[config.mk]
export PLATFORM = sky130hd
export DESIGN_NAME = kmeans_assign_ctrl
export DESIGN_NICKNAME = d
export VERILOG_FILES = /design/src/rtl/kmeans_assign_ctrl.sv
export SDC_FILE = /design/constraint.sdc
export NUM_CORES = 2
export LEC_CHECK = 0
export CORE_MARGIN = 1
export CORE_UTILIZATION = 58
export DETAILED_ROUTE_END_ITERATION = 7
export MAX_ROUTING_LAYER = met4
export PLACE_DENSITY = 0.78
export SLEW_MARGIN = 20
export SYNTH_ARGS = -nofsm -noshare
export SYNTH_HDL_FRONTEND = slang
export SYNTH_SLANG_ARGS = --single-unit
[constraint.sdc]
create_clock -name clk -period 15.9 [get_ports clk]
set_input_delay 3.18 -clock clk [delete_from_list [all_inputs] [get_ports clk]]
set_output_delay 3.18 -clock clk [all_outputs]
set_load 0.01 [all_outputs]
[src/rtl/kmeans_assign_ctrl.sv]
`default_nettype none
// ----------------------------------------------------------------------------
// kmeans_assign_ctrl: nearest-centroid search for one point over a single
// time-shared squared-distance lane.                           Rev 1.0
// ----------------------------------------------------------------------------
module kmeans_assign_ctrl #(
  parameter int N = 8,
  parameter int D = 2,
  parameter int W = 32
) (
  input  logic           clk,
  input  logic           rst_n,
  input  logic [N:0]     k_count,
  input  logic           pt_valid,
  output logic           pt_ready,
  input  logic [D*W-1:0] pt_data,
  output logic           cent_rd,
  output logic [N-1:0]   cent_addr,
  input  logic [D*W-1:0] cent_data,
  output logic           res_valid,
  input  logic           res_ready,
  output logic [N-1:0]   res_idx,
  output logic [W-1:0]   res_dist,
  output logic [W-1:0]   pts_done,
  output logic           busy
);

  localparam logic [N:0] c_one  = {{N{1'b0}}, 1'b1};
  localparam logic [N:0] c_kmax = {1'b1, {N{1'b0}}};

  typedef enum logic [1:0] {
    S_IDLE  = 2'd0,
    S_SCAN  = 2'd1,
    S_FLUSH = 2'd2,
    S_DONE  = 2'd3
  } state_t;

  state_t         r_state, w_next;
  logic           r_pt_ready, r_res_valid, r_first;
  logic [D*W-1:0] r_pt;
  logic [N:0]     r_k, w_k_clamp;
  logic [N-1:0]   r_addr, r_min_idx, r_res_idx, w_cmp_idx, w_new_idx;
  logic [W-1:0]   r_min_dist, r_res_dist, r_pts_done, w_dist, w_diff, w_new_dist;
  logic           w_accept, w_handoff, w_last, w_cmp_en, w_take;

  assign w_accept  = (r_state == S_IDLE) && pt_valid && r_pt_ready;
  assign w_handoff = (r_state == S_DONE) && r_res_valid && res_ready;
  assign w_last    = ({1'b0, r_addr} == (r_k - c_one));
  assign w_k_clamp = (k_count == '0) ? c_one :
                     (k_count > c_kmax) ? c_kmax : k_count;

  // cent_data lags the strobe by one cycle; in FLUSH the address holds at K-1
  assign w_cmp_idx = (r_state == S_FLUSH) ? r_addr : (r_addr - N'(1));
  assign w_cmp_en  = ((r_state == S_SCAN) && !r_first) || (r_state == S_FLUSH);

  always_comb begin
    w_dist = '0;
    w_diff = '0;
    for (int j = 0; j < D; j++) begin
      w_diff = cent_data[j*W +: W] - r_pt[j*W +: W];
      w_dist = w_dist + w_diff * w_diff;
    end
  end

  // centroid 0 must win even if its distance equals the all-ones seed
  assign w_take     = w_cmp_en && ((w_cmp_idx == '0) || (w_dist < r_min_dist));
  assign w_new_dist = w_take ? w_dist : r_min_dist;
  assign w_new_idx  = w_take ? w_cmp_idx : r_min_idx;

  always_comb begin
    w_next = r_state;
    case (r_state)
      S_IDLE:  if (w_accept) w_next = S_SCAN;
      S_SCAN:  if (w_last) w_next = S_FLUSH;
      S_FLUSH: w_next = S_DONE;
      S_DONE:  if (w_handoff) w_next = S_IDLE;
      default: w_next = S_IDLE;
    endcase
  end

  always_ff @(posedge clk or negedge rst_n) begin
    if (!rst_n) begin
      r_state     <= S_IDLE;
      r_pt_ready  <= 1'b0;
      r_res_valid <= 1'b0;
      r_first     <= 1'b0;
      r_pt        <= '0;
      r_k         <= c_one;
      r_addr      <= '0;
      r_min_idx   <= '0;
      r_min_dist  <= '0;
      r_res_idx   <= '0;
      r_res_dist  <= '0;
      r_pts_done  <= '0;
    end else begin
      r_state     <= w_next;
      r_pt_ready  <= (w_next == S_IDLE);
      r_res_valid <= (r_state == S_DONE) && (w_next == S_DONE);
      if (w_accept) begin
        r_pt       <= pt_data;
        r_k        <= w_k_clamp;
        r_min_dist <= '1;
        r_min_idx  <= '0;
        r_addr     <= '0;
        r_first    <= 1'b1;
      end
      if (r_state == S_SCAN) begin
        r_first <= 1'b0;
        if (!w_last) r_addr <= r_addr + N'(1);
      end
      if (w_cmp_en) begin
        r_min_dist <= w_new_dist;
        r_min_idx  <= w_new_idx;
      end
      if (r_state == S_FLUSH) begin
        r_res_idx  <= w_new_idx;
        r_res_dist <= w_new_dist;
      end
      if (w_handoff) r_pts_done <= r_pts_done + W'(1);
    end
  end

  assign pt_ready  = r_pt_ready;
  assign cent_rd   = (r_state == S_SCAN);
  assign cent_addr = r_addr;
  assign res_valid = r_res_valid;
  assign res_idx   = r_res_idx;
  assign res_dist  = r_res_dist;
  assign pts_done  = r_pts_done;
  assign busy      = (r_state != S_IDLE);

endmodule
`default_nettype wire
Yosys cells after proc, flatten, opt, wreduce, memory -nomap -nowiden:

Cells that the tools add are included.
Widths: inputs -> output; s select.

* add/subtract/negate cells: 7
* multipliers: 2
* divide/modulo/power cells: 0
* magnitude comparators: 2
* equality and inequality tests: 5
* shift-type cells: 0
* mux-type cells: 18
* bitwise gates (word level): 0
* reductions and logical operators: 17

Operators by type and width (count)
* $mux 32: 3
* $mul 32x32->32: 2
* $sub 32x32->32: 2
* $mux 8: 7
* $add 32x1->32 const B: 1
* $add 32x32->32: 1
* $lt 32x32->1: 1
* $mux 9: 2
* $eq 8x9->1: 1
* $gt 9x9->1 const B: 1
* $logic_not 9->1: 1
* $sub 9x1->9 const B: 1
* $add 8x1->8 const B: 1
* $logic_not 8->1: 1
* $pmux 2 s4: 1
* $sub 8x1->8 const B: 1
* $logic_and 1x1->1: 7
* $eq 2x2->1 const B: 3
* $mux 2: 3
* $reduce_bool 2->1: 3
* $logic_not 2->1: 2
* $eq 2x1->1 const B: 1
* $logic_or 1x1->1: 2
* $mux 1: 2
* $logic_not 1->1: 1

* register bits: 198
* latch bits: 0
* memory bits (writable): 0
* memory bits (read-only): 0
* output and inout port bits: 84
* logic and storage cells: 63
* memories: 0

Depth between registers and ports, before layout:

* depth in word-level cells: 8
* depth in mapped cells: 55
* mapped depth without buffers: 52

Worst setup path before layout:

No wires, ideal clock.

* kind: in2reg
* start point: input port cent_data[0]
* end point: register r_min_dist[20]
* setup time: 0.065 ns
* data arrival time: 14.752 ns
* setup slack: 1.083 ns
* cell stages on the path: 47
* cell sequence: inv_1 ha_1 inv_1 fa_1 a21o_1 a21oi_1 nand2b_1 a21o_1 nor2b_1 a21bo_2 a21o_1 a21o_1 xnor2_1 clkbuf_1 nor2_1 fa_1 fa_1 fa_1 [11 not listed] ha_1 a2111oi_0 a32o_1 a21bo_2 a2111oi_4 o21bai_1 a21oi_1 xnor2_1 ha_1 a21oi_1 nor2b_1 o21ai_0 a21oi_1 a2111oi_0 a22oi_1 mux2i_1 clkbuf_1 o22a_1

* cells in the longest elaborated chain, start to end: 8

RTL lines
* from (decl): line 19 `input logic [D*W-1:0] cent_data,`
* $sub 32x32->32 (*): line 60 `w_diff = cent_data[j*W +: W] - r_pt[j*W +: W];`
* $mul 32x32->32 (*): line 61 `w_dist = w_dist + w_diff * w_diff;`
* $add 32x32->32 (*): line 61
* $lt 32x32->1: line 66 `assign w_take = w_cmp_en && ((w_cmp_idx == '0) || (w_dist < r_min_dist));`
* $logic_or 1x1->1: line 66
* $logic_and 1x1->1: line 66
* $mux 32 (*): line 67 `assign w_new_dist = w_take ? w_dist : r_min_dist;`
* $mux 32 (*): line 111 `if (w_cmp_en) begin`
* to (signal assigned): line 112 `r_min_dist <= w_new_dist;`
* to (decl): line 43 `logic [W-1:0] r_min_dist, r_res_dist, r_pts_done, w_dist, w_diff, w_new_dist;`

Every way passes the cells marked *; elsewhere a longest branch is shown, timed or not.
A chain may end at the register's enable or synchronous reset.

Worst setup path in the final report:

* start point: input port cent_data[32]
* end point: register r_res_dist[20], in the netlist res_dist[20]

* cells in the longest elaborated chain, start to end: 7

RTL lines
* $sub 32x32->32 (*): line 60
* $mul 32x32->32 (*): line 61
* $add 32x32->32 (*): line 61
* $lt 32x32->1: line 66
* $logic_or 1x1->1: line 66
* $logic_and 1x1->1: line 66
* $mux 32 (*): line 67
* to (signal assigned): line 117 `r_res_dist <= w_new_dist;`
* to (decl): line 43

Marks and branches as above.

==> flow_summary.json <==
{
  "worstSetupPathType": "input pin to flip-flop",
  "synth-xor-area-share_pct": 4.83,
  "fin_crit_ps": 15360,
  "netlist_instances": 4172,
  "ys_ff_latch": 196,
  "grt_max_degree": 88,
  "die_y_um": 261,
  "muxShareOfSynthArea_pct": 0.958,
  "final_hold_viol_count": 0,
  "path_clk_slew_ps": 100,
  "yosysUniqueCellTypes": 82,
  "cts.sinks": 196,
  "path_buf_inv": 11,
  "use_met3_pct": 6.66,
  "slew_violations": 0,
  "first_iter_violations": 2073,
  "setup_viol": 0,
  "status": "complete, but fails checks",
  "arrival_ps": 15740,
  "clockRootBuffer": "clkbuf_16",
  "cp-end-kind": "flip-flop",
  "grt_use_total_pct": 32.9,
  "antenna_found_initial": 0,
  "drive_above_1_share_pct": 4.64,
  "ys_seq_area_share_pct": 12.6,
  "cts-htree-levels": 4,
  "synth_edf_count": 0,
  "die_x_um": 261,
  "cts_made_buffers": 17,
  "overflow": 0,
  "synth.top_cell.area_share_pct": 40.7,
  "worst_pin_slew_ps": 1100,
  "hold-worst-slack_ps": 484,
  "gp_congestion": 1.04,
  "synth_top_family_by_area": "adder cells",
  "rsz0062_at_grt": "false",
  "synth_nets": 5449,
  "grt_busiest_layer": "met2",
  "synthSimpleGateAreaFrac_pct": 10.5,
  "antennaDiodeCount": 0,
  "post-dp-hpwl_um": 85600,
  "core_area_um2": 66000,
  "async_reset_ff_share_pct": 100,
  "grt_pass1_vias": 30950,
  "ys.warnings.count": 0,
  "vias": 28694,
  "slowest_stage": "fa_1",
  "ys.flop_type": "dfrtp_1",
  "io_buffers": 220,
  "io_pins": 225,
  "drc": 6,
  "dp_cells": 5246,
  "grtUsageMet1_pct": 43.9,
  "synth_compound_area_share_pct": 7.53,
  "grt_pass1_wl_um": 166000,
  "cp_slowest_stage_delay_ps": 580,
  "dieArea_um2": 67900,
  "grtUsageMet2_pct": 49.9,
  "num_rows": 94,
  "maxCapViolCount": 0,
  "synth_area_leaders": "fa_1 41%, dfrtp_1 13%, ha_1 11%",
  "clock_skew_ps": 26.6,
  "drt_pass1_iterations": 8,
  "timing.hold.worst.class": "flip-flop to flip-flop",
  "clockBufferDepth": 2,
  "final_nets": 5680,
  "route.detailed.wl_per_inst_um": 19.1,
  "area_growth_pct": 11.5,
  "startpoint_type": "input pin",
  "vias_per_cell": 5.43,
  "crit_fanout": 16,
  "cpMostUsedCell": "fa_1",
  "ant_nets": 0,
  "insertion_delay_ps": 520,
  "start_util_pct": 58.8,
  "violations": "design-rule violations",
  "fmax_ghz": 0.0651,
  "avgSynthCellArea_um2": 9.30,
  "syn_area_um2": 38800,
  "crit_family": "adder cells",
  "finalNonFillerCells": 5280,
  "maxSlewHeadroom_pct": 26.1,
  "synthAdderAreaFrac_pct": 51.9,
  "synth.largest_area_cell": "fa_1",
  "cts_tree": "done",
  "drt_wl_total_um": 101000,
  "fin_crit_sh_pct": 96.6,
  "required_ps": 16280
}
## path summary, 6_finish.rpt
kind                          startpoint      endpoint  slack, ps  cells after the start
max                        cent_data[32]  res_dist[20]        540                     47
min                           res_idx[4]    res_idx[4]        480                      2
max reg2reg                     r_pt[32]  res_dist[20]       3060                     45
min reg2reg                   res_idx[4]    res_idx[4]        480                      2
max in group asynchronous          rst_n      r_pt[38]      11210                      3
min in group asynchronous          rst_n  cent_addr[2]       2700                      1
## layout by cell type (no fill, tap or decap), drive strengths merged, types with 5 or more instances in the layout
cell type and instances:
o21a 15, a21oi 82, o31ai 11, xnor2 142, clkbuf 18, and3 25
nand2b 26, a221o 5, clkdlybuf4s50 219, xor2 65, fa 789, mux2i 36
nand2 427, a31oi 22, or2 10, a211oi 5, or3 6, o21ai 149
and2 13, a2111oi 7, o22a 15, ha 347, buf 111, nand3b 9
nor2 346, a21o 66, inv 1078, nand3 46, clkinv 13, nor3 16
nand4 11, and4 6, dfrtp 195, nor2b 13, a31o 5, o21bai 11
nor4 9
## cell usage after synthesis (5+ instances only)
master and instances:
nand3b_1 9, or2_2 6, a31o_2 5, a21oi_2 7, inv_1 1070, a31oi_1 21, nor3_1 16, ha_1 347
clkinv_1 5, or3_1 6, o22a_1 15, dfrtp_1 195, xor2_1 63, a2111oi_0 5, o21a_1 15, and2_1 12
a21o_1 64, xnor2_1 139, o21ai_0 142, nand2_1 427, nor2b_1 13, o21bai_1 11, buf_2 10, mux2i_1 36
nor2_1 346, nor4_1 8, and4_1 6, clkbuf_1 102, a21oi_1 75, o31ai_1 6, nand2b_1 25, o21ai_1 6
fa_1 789, nand4_1 11, a221o_1 5, nand3_1 46, and3_1 25
## worst register-to-register path: cells and delay by family, from the launching register on
| family | cells | cell delay (ps) |
|---|---|---|
| buf+inv | 9 | 1110 |
| simple gates | 6 | 1020 |
| flops | 1 | 540 |
| xor+xnor | 2 | 810 |
| compound gates | 13 | 2550 |
| mux | 1 | 310 |
| fa+ha+maj | 14 | 6370 |
## cell type report
class / count / area, um^2
fill: 5216 / 22700
sequential: 196 / 4910
clock buffer: 17 / 425
inverter: 1077 / 4040
clock inverter: 15 / 239
multi-input combinational: 2780 / 29400
timing repair buffer: 331 / 3110
tap: 864 / 1080
## repair_timing
action                     in CTS  in global routing
hold buffers                    0                  0
resized for setup               0                 12
buffers inserted                0                  2
hold endpoints to repair        0                  0
setup endpoints to repair       0                 80
## logic make-up (layout without fill, tap and decap cells)
family / Yosys count / after routing
xor+xnor: 208 / 208
fa+ha+maj: 1136 / 1136
flops: 196 / 196
mux: 37 / 37
simple gates: 964 / 964
buf+inv: 1196 / 1440
compound gates: 435 / 435
## layer usage
| layer | routed length (um) | share of wire [%] | vias up |
|---|---|---|---|
| met4 | 4050 | 4.0 | 0 |
| li1 | - | - | 12993 |
| met1 | 41600 | 41 | 14339 |
| met5 | 0 | 0 | - |
| met3 | 8670 | 8.6 | 224 |
| met2 | 46400 | 46 | 1138 |
## stage by stage
step / TNS (ps) / utilization, % / worst slack (ps) / area, um^2
3_3_place_gp: 0 / 64.4 / 134 / 42500
6_report: 0 / 65.5 / 539 / 43200
3_5_place_dp: -1370 / 64.4 / -71.6 / 42500
5_1_grt: 0 / 65.5 / 4.17 / 43200
2_1_floorplan: 0 / - / 1080 / 38800
4_1_cts: 0 / 65.4 / 435 / 43200
## sequential cells by signal, indices dropped and copies added, names as in the netlist
name        cells
res_valid       1
cent_addr       8
r_min_dist     32
r_pt           62
r_state         2
r_first         1
res_dist       32
r_min_idx       8
res_idx         8
pt_ready        1
r_k             9
pts_done       32
Power is not shown: default switching activity piles up to over one toggle a cycle in this logic, so the estimate is an artifact.
